`config.mk`:
```
export PLATFORM = sky130hd
export DESIGN_NAME = freq_analysis_flat
export DESIGN_NICKNAME = d
export VERILOG_FILES = /design/src/rtl/freq_analysis_if.sv /design/src/rtl/freq_analysis.sv /design/src/flat_wrapper.sv
export SDC_FILE = /design/constraint.sdc
export NUM_CORES = 2
export LEC_CHECK = 0
export ABC_CLOCK_PERIOD_IN_PS = 14500
export CORE_UTILIZATION = 50
export DETAILED_ROUTE_END_ITERATION = 12
export GPL_ROUTABILITY_DRIVEN = 0
export PLACE_DENSITY = 0.75
export SETUP_SLACK_MARGIN = 0.05
export SLEW_MARGIN = 5
export SYNTH_ARGS = -nofsm -noshare
export SYNTH_HDL_FRONTEND = slang
export SYNTH_SLANG_ARGS = --single-unit
```
`constraint.sdc`:
```
create_clock -name clk -period 14.5 [get_ports clk]
set_input_delay 2.9 -clock clk [delete_from_list [all_inputs] [get_ports clk]]
set_output_delay 2.9 -clock clk [all_outputs]
set_load 0.02 [all_outputs]
```
`src/rtl/freq_analysis_if.sv`:
```
// Frame/result bundle between the FFT stage and the peak-bin finder.
interface freq_analysis_if;
    logic             fft_valid;
    logic [15:0][31:0] fft_d;     // bin k: [31:16] signed real, [15:0] signed imag
    logic             busy;
    logic             done;
    logic [3:0]       freq;
    logic [31:0]      mag_max;

    modport master (
        output fft_valid, fft_d,
        input  busy, done, freq, mag_max
    );

    modport slave (
        input  fft_valid, fft_d,
        output busy, done, freq, mag_max
    );
endinterface

```
`src/rtl/freq_analysis.sv`:
```
// Peak-bin finder: buffers a 16-bin FFT frame on a rising fft_valid and
// scans it one bin per cycle with a single squarer pair, reporting the
// index and squared magnitude of the strongest bin.
//
// state | meaning
// ------+-----------------------------------------------------------
// IDLE  | waiting for a rising edge of fft_valid
// CALC  | evaluating buffered bin r_idx (0..15), one per cycle
// DONE  | result just published; done high for this one cycle
module freq_analysis (
    input  logic            clk,
    input  logic            rst,
    freq_analysis_if.slave  bus
);

    typedef enum logic [1:0] {
        IDLE = 2'd0,
        CALC = 2'd1,
        DONE = 2'd2
    } state_t;

    state_t        r_state;
    state_t        w_state_nxt;
    logic          r_valid_d;
    logic [31:0]   r_buf [16];
    logic [3:0]    r_idx;
    logic [31:0]   r_max;
    logic [3:0]    r_max_idx;
    logic          r_done;
    logic [3:0]    r_freq;
    logic [31:0]   r_mag;

    logic          w_rise;
    logic          w_accept;
    logic [31:0]   w_cur;
    logic signed [31:0] w_re;
    logic signed [31:0] w_im;
    logic signed [31:0] w_re_sq;
    logic signed [31:0] w_im_sq;
    logic [31:0]   w_mag;
    logic          w_take;
    logic [31:0]   w_max_nxt;
    logic [3:0]    w_idx_nxt;

    // A held-high fft_valid must not retrigger; rises during CALC are dropped.
    assign w_rise   = bus.fft_valid & ~r_valid_d;
    assign w_accept = w_rise & (r_state != CALC);

    // Shared squarer pair; each square is at most 2^30, so the sum fits 32 bits unsigned.
    assign w_cur     = r_buf[r_idx];
    assign w_re      = {{16{w_cur[31]}}, w_cur[31:16]};
    assign w_im      = {{16{w_cur[15]}}, w_cur[15:0]};
    assign w_re_sq   = w_re * w_re;
    assign w_im_sq   = w_im * w_im;
    assign w_mag     = $unsigned(w_re_sq) + $unsigned(w_im_sq);

    // Bin 0 seeds the running max; later bins need strictly greater, so ties keep the lower index.
    assign w_take    = (r_idx == 4'd0) || (w_mag > r_max);
    assign w_max_nxt = w_take ? w_mag : r_max;
    assign w_idx_nxt = w_take ? r_idx : r_max_idx;

    // State register.
    always_ff @(posedge clk) begin
        if (!rst) begin
            r_state <= IDLE;
        end else begin
            r_state <= w_state_nxt;
        end
    end

    // Next-state logic.
    always_comb begin
        w_state_nxt = r_state;
        case (r_state)
            IDLE:    if (w_accept) w_state_nxt = CALC;
            CALC:    if (r_idx == 4'd15) w_state_nxt = DONE;
            DONE:    w_state_nxt = w_accept ? CALC : IDLE;
            default: w_state_nxt = IDLE;
        endcase
    end

    // Frame capture, bin scan and result publication.
    always_ff @(posedge clk) begin
        if (!rst) begin
            r_valid_d <= 1'b0;
            r_idx     <= '0;
            r_max     <= '0;
            r_max_idx <= '0;
            r_done    <= 1'b0;
            r_freq    <= '0;
            r_mag     <= '0;
            for (int k = 0; k < 16; k++) begin
                r_buf[k] <= '0;
            end
        end else begin
            r_valid_d <= bus.fft_valid;
            r_done    <= 1'b0;
            if (w_accept) begin
                for (int k = 0; k < 16; k++) begin
                    r_buf[k] <= bus.fft_d[k];
                end
                r_idx <= '0;
            end else if (r_state == CALC) begin
                r_max     <= w_max_nxt;
                r_max_idx <= w_idx_nxt;
                r_idx     <= r_idx + 4'd1;
                if (r_idx == 4'd15) begin
                    r_freq <= w_idx_nxt;
                    r_mag  <= w_max_nxt;
                    r_done <= 1'b1;
                end
            end
        end
    end

    assign bus.busy    = (r_state == CALC);
    assign bus.done    = r_done;
    assign bus.freq    = r_freq;
    assign bus.mag_max = r_mag;

endmodule

```
`src/flat_wrapper.sv`:
```
// flat-port wrapper written by rule: the top's interface ports become plain ports
module freq_analysis_flat 
  (clk, rst, bus_fft_valid, bus_fft_d, bus_busy, bus_done, bus_freq, bus_mag_max);
  freq_analysis_if bus_i ();
  input  logic clk;
  input  logic rst;
  input wire logic [$bits(bus_i.fft_valid)-1:0] bus_fft_valid;
  input wire logic [$bits(bus_i.fft_d)-1:0] bus_fft_d;
  output wire logic [$bits(bus_i.busy)-1:0] bus_busy;
  output wire logic [$bits(bus_i.done)-1:0] bus_done;
  output wire logic [$bits(bus_i.freq)-1:0] bus_freq;
  output wire logic [$bits(bus_i.mag_max)-1:0] bus_mag_max;
  assign bus_i.fft_valid = bus_fft_valid;
  assign bus_i.fft_d = bus_fft_d;
  assign bus_busy = bus_i.busy;
  assign bus_done = bus_i.done;
  assign bus_freq = bus_i.freq;
  assign bus_mag_max = bus_i.mag_max;
  freq_analysis u_core (.clk(clk), .rst(rst), .bus(bus_i));
endmodule
```
Word-level counts from Yosys, hierarchy flattened
Memory sizes are Yosys's and may differ from the RTL's. A register that Yosys moved wholly into a read port is not among the register bits.
Index checks and enable logic that the tools add are counted.
{"block": "totals", "elab_cells": 79, "in_bits": 515, "ram_bits": 512, "mem_count": 1, "out_inout_bits": 38, "ff_bits": 80}
{"memory": "u_core.r_buf", "words": 16, "width": 32, "rd": 1, "rd_clocked_by_memory_dff": 1, "wr": 16, "line": "freq_analysis.sv:25", "text": "logic [31:0] r_buf [16];"}
{"block": "classes", "bitwise": 22, "reduce_logical": 8, "n_eq_ne": 6, "multipliers": 2, "addsub": 2, "magnitude_cmp": 1, "muxes": 29}
{"op": "$mux W32", "count": 17}
{"op": "$mul A16 B16 Y32", "count": 2}
{"op": "$add A32 B32 Y32", "count": 1}
{"op": "$gt A32 B32 Y1", "count": 1}
{"op": "$or A1 B1 Y1", "count": 16}
{"op": "$mux W4", "count": 3}
{"op": "$mux W1", "count": 6}
{"op": "$ne A2 B1 Y1 const B", "count": 3}
{"op": "$pmux W2 S3", "count": 1}
{"op": "$add A4 B1 Y4 const B", "count": 1}
{"op": "$eq A4 B4 Y1 const B", "count": 1}
{"op": "$logic_not A4 Y1", "count": 1}
{"op": "$mux W2", "count": 2}
{"op": "$not A1 Y1", "count": 4}
{"op": "$reduce_and A2 Y1", "count": 2}
{"op": "$reduce_and A3 Y1", "count": 1}
{"op": "$reduce_or A3 Y1", "count": 1}
{"op": "$and A1 B1 Y1", "count": 2}
{"op": "$eq A2 B1 Y1 const B", "count": 1}
{"op": "$eq A2 B2 Y1 const B", "count": 1}
{"op": "$logic_not A2 Y1", "count": 1}
{"op": "$reduce_or A2 Y1", "count": 1}
{"op": "$logic_or A1 B1 Y1", "count": 1}

Logic depth before layout (Yosys ltp)
{"block": "logic_depth", "ltp_word": 7, "mapped_depth": 46, "mapped_depth_nobuf": 40}

Worst setup path before layout
No wires, ideal clock.
{"block": "synth_timing", "path_kind": "in2reg", "startpoint": "in rst", "endpoint": "mem u_core.r_buf[0][0], enable pin", "stages": 3, "setup_slack_ps": -919, "setup_time_ps": 3661, "n_path_buf": 2, "arrival_time_ps": 11758, "t_required_ps": 10839, "cell_sequence": "clkbuf_1 -> clkbuf_1 -> nand2_1"}
{"item": "start: declaration", "line": "flat_wrapper.sv:6", "text": "input logic rst;"}
{"item": "end: declaration", "line": "freq_analysis.sv:25"}

==> metrics.md <==
| Metric | Value |
|---|---|
| Post-synth ARST share | `0` |
| Resize count post-CTS | `0` |
| CTS root buffer | `clkbuf_16` |
| Clk_lat worst skew | `~660 ps` |
| Syn nets | `~4900` |
| Post-Syn Instances | `3696` |
| Seq cells post-synth | `about 600` |
| CP Capture Point | `u_core.r_max[24]$_SDFFE_PN0P_` |
| Antenna Nets Post-Route | `0` |
| Antenna violations before repair | `21` |
| Final period util | `0.897` |
| Die Wd | `300 microns` |
| Worst min path class | `reg -> reg` |
| Clock sinks | `slightly below 600` |
| Synth warn | `0` |
| Layout cell share with drive strength beyond 1 | `0.0742` |
| Setup TNS | `0 ps` |
| I/O Pins | `553` |
| RSZ-0062 raised after global routing | `false` |
| CP Capture Type | `flip-flop` |
| Outcome | `finished clean` |
| TritonRoute pass-1 iters | `5` |
| Hold Vio Cnt, Final | `0` |
| Port buffer count | `between 500 and 600` |
| Final Max Slew Viols | `0` |
| Prevailing post-synth register cell | `edfxtp_1` |
| Post-CTS Hold Fix Bufs | `0` |
| Via density | `5.37` |
| Worst r2r path cells | `36` |
| Startpoint type of the worst setup path | `flip-flop` |
| CTS max path bufs | `3` |
| Starting Density | `0.505` |
| Setup CP Type | `reg -> reg` |
| Clk_skew | `about 59 ps` |
| Core area | `around 90000 sq um` |
| CP Data Arrival Time | `~14000 ps` |
| Vias | `29082` |
| HPWL after DPL | `slightly below 100 mm` |
| Total GRT Usage | `0.273` |
| Cell mode on critical path | `fa_1` |
| Htree depth | `2` |
| Post-Syn Area | `around 45000 sq um` |
| Die Ht | `around 300 microns` |
| MaxCap Viol Count | `0` |
| DRT iter0 DRCs | `around 2500` |
| Reg clk slew, reported paths | `roughly 60 ps` |
| Post-synth EDFFs | `slightly above 500` |
| Largest net degree at the start of global routing | `between 200 and 300` |
| Crit path max-delay cell type | `fa_1` |
| Req. time, crit path | `around 15000 ps` |
| Crit path largest cell delay | `860 ps` |
| Post-CTS setup buffer count | `0` |
| Vias in the first global route | `30883` |
| Distinct cell type count after synthesis | `68` |
| Synth Area per Inst | `about 12 sq um` |
| Post-route DRC | `0` |
| Min cycle time layout | `roughly 13000 ps` |
| FF-to-FF End | `u_core.r_max[24]$_SDFFE_PN0P_` |
| First-pass GRT wire length | `between 150 and 200 mm` |
| Num CTS Buffers | `between 60 and 70` |
| Register area share after synthesis | `0.383` |
| Final setup vio count | `0` |
| Measured slew at the worst slew-check pin | `approximately 1100 ps` |
| Placement Rows | `between 100 and 150` |
| Final WL | `roughly 120 mm` |
| TritonCTS clock tree | `done` |
| Area delta synth->final | `19.3%` |
| Worst-path fanout max | `32` |
| R2R Setup Slk | `1500 ps` |
| Average wire per standard cell | `22.5 microns` |
| Die Area | `90200 sq um` |
| Grt ovf | `0` |
| Fill cells | `~6800` |
| Max-Slew Margin vs Limit | `0.263` |
| Worst hold margin | `about 480 ps` |
| Final-stage net count | `5400` |
| Peak Freq | `between 70 and 80 MHz` |
-- worst min-delay path by stage --
stage,to,depth (start not counted),slack [ps],startpoint
after floorplan,u_core.bus.freq[2]$_SDFFE_PN0P_,2,450,u_core.r_max_idx[2]$_SDFFE_PN0P_
after detailed placement,u_core.r_max_idx[0]$_SDFFE_PN0P_,2,470,u_core.r_max_idx[0]$_SDFFE_PN0P_
after global routing,u_core.bus.freq[2]$_SDFFE_PN0P_,2,500,u_core.r_max_idx[2]$_SDFFE_PN0P_
after global placement,u_core.r_max_idx[1]$_SDFFE_PN0P_,2,460,u_core.r_max_idx[1]$_SDFFE_PN0P_
after CTS,u_core.bus.freq[2]$_SDFFE_PN0P_,2,480,u_core.r_max_idx[2]$_SDFFE_PN0P_
final,u_core.bus.freq[2]$_SDFFE_PN0P_,2,480,u_core.r_max_idx[2]$_SDFFE_PN0P_
-- state kept, by name, summed over array words and instances, names as in the netlist, named ones only --
signal / count
u_core.r_valid_d: 1
u_core.r_idx: 4
u_core.bus.mag_max: 32
u_core.bus.done: 1
u_core.r_buf: 512
u_core.r_max: 32
u_core.r_state: 2
u_core.r_max_idx: 4
u_core.bus.freq: 4
-- metal layers --
metal	vias to the layer above	global-route usage	wire (microns)	share of wire
met5	-	0	70	0.00057
met4	12	0.108	5270	0.043
met3	258	0.0441	8510	0.070
met2	1185	0.471	62100	0.51
met1	14717	0.344	45900	0.38
li1	12910	-	-	-
-- placed cells by master (no fill, tap or decap), drive strengths merged, types with 6 or more instances in the layout --
| master | count |
|---|---|
| a211oi | 27 |
| a21boi | 7 |
| a21o | 14 |
| a21oi | 67 |
| and2 | 532 |
| buf | 33 |
| clkbuf | 78 |
| clkdlybuf4s50 | 551 |
| clkinv | 36 |
| dfxtp | 84 |
| diode | 15 |
| edfxtp | 512 |
| fa | 520 |
| ha | 184 |
| inv | 729 |
| mux2 | 16 |
| mux2i | 45 |
| mux4 | 145 |
| nand2 | 213 |
| nand2b | 12 |
| nand3 | 12 |
| nand4 | 13 |
| nor2 | 170 |
| nor2b | 6 |
| nor3 | 13 |
| o211ai | 9 |
| o21a | 16 |
| o21ai | 71 |
| o21bai | 6 |
| xnor2 | 46 |
| xor2 | 7 |
-- cells in the mapped netlist (3+ instances only) --
cell type | n | share of area
a21o_1 | 14 | 0.0024
buf_6 | 7 | 0.0018
o211ai_1 | 9 | 0.0015
o21ai_2 | 6 | 0.0012
nand3_1 | 12 | 0.0013
ha_1 | 184 | 0.052
a21oi_1 | 66 | 0.0074
dfxtp_1 | 84 | 0.038
o31ai_1 | 4 | 0.00067
nand2_1 | 213 | 0.018
nor2_1 | 170 | 0.014
xor2_1 | 7 | 0.0014
o21bai_1 | 6 | 0.0010
o21ai_0 | 62 | 0.0070
a41oi_1 | 3 | 0.00059
xnor2_1 | 46 | 0.0090
a21boi_0 | 6 | 0.0010
inv_2 | 7 | 0.00059
nand2b_1 | 12 | 0.0017
edfxtp_1 | 512 | 0.35
a31oi_1 | 4 | 0.00056
o21a_1 | 16 | 0.0027
buf_2 | 45 | 0.0051
mux4_2 | 145 | 0.073
and2_1 | 532 | 0.075
inv_1 | 720 | 0.061
buf_1 | 9 | 0.00076
buf_4 | 8 | 0.0013
a211o_1 | 4 | 0.00079
nor3_1 | 13 | 0.0015
mux2i_1 | 45 | 0.010
o2111ai_1 | 3 | 0.00059
and3_1 | 4 | 0.00056
clkinv_1 | 5 | 0.00042
clkbuf_1 | 92 | 0.0078
a211oi_1 | 26 | 0.0044
or2_2 | 3 | 0.00042
nand4_1 | 13 | 0.0018
nor2b_1 | 6 | 0.00084
mux2_2 | 16 | 0.0040
fa_1 | 520 | 0.23
-- kinds of logic (layout without fill, tap and decap cells) --
family	after synthesis	in the layout	share of synthesized area
flops	596	596	0.383
other cells	0	15	0
compound gates	255	255	0.0380
fa+ha+maj	704	704	0.286
xor+xnor	53	53	0.0104
buf+inv	894	1431	0.0785
mux	206	206	0.0875
simple gates	988	988	0.117
-- final cells by class --
type	count	area, sq um	area share
inverter	732	2750	0.0517
sequential	596	17100	0.321
antenna	15	37.5	0.000707
timing repair buffer	584	5840	0.110
tap	1165	1460	0.0275
clock buffer	78	1610	0.0303
clock inverter	37	327	0.00615
multi-input combinational	2206	24000	0.452
-- critical path, delay by kind of cell (launching register included) --
| kind | cells | cell delay, ps |
|---|---|---|
| adder cells (fa/ha/maj) | 10 | 5240 |
| AO/OA/AOI/OAI | 9 | 1930 |
| buffers and inverters | 8 | 1760 |
| AND/OR/NAND/NOR | 6 | 1480 |
| multiplexers | 2 | 1280 |
| flip-flops | 1 | 770 |
| XOR/XNOR | 1 | 410 |
-- through the flow --
step	util	std cells	worst slack, ps	cell area (sq um)
floorplan	-	3696	4120	44500
global placement	0.579	5283	1830	51100
detailed placement	0.579	5283	1530	51100
CTS	0.601	5398	1500	53100
global route	0.602	5410	733	53100
finish	0.602	5413	1500	53100
Power is not shown: default switching activity piles up to over one toggle a cycle in this logic, so the estimate is an artifact.
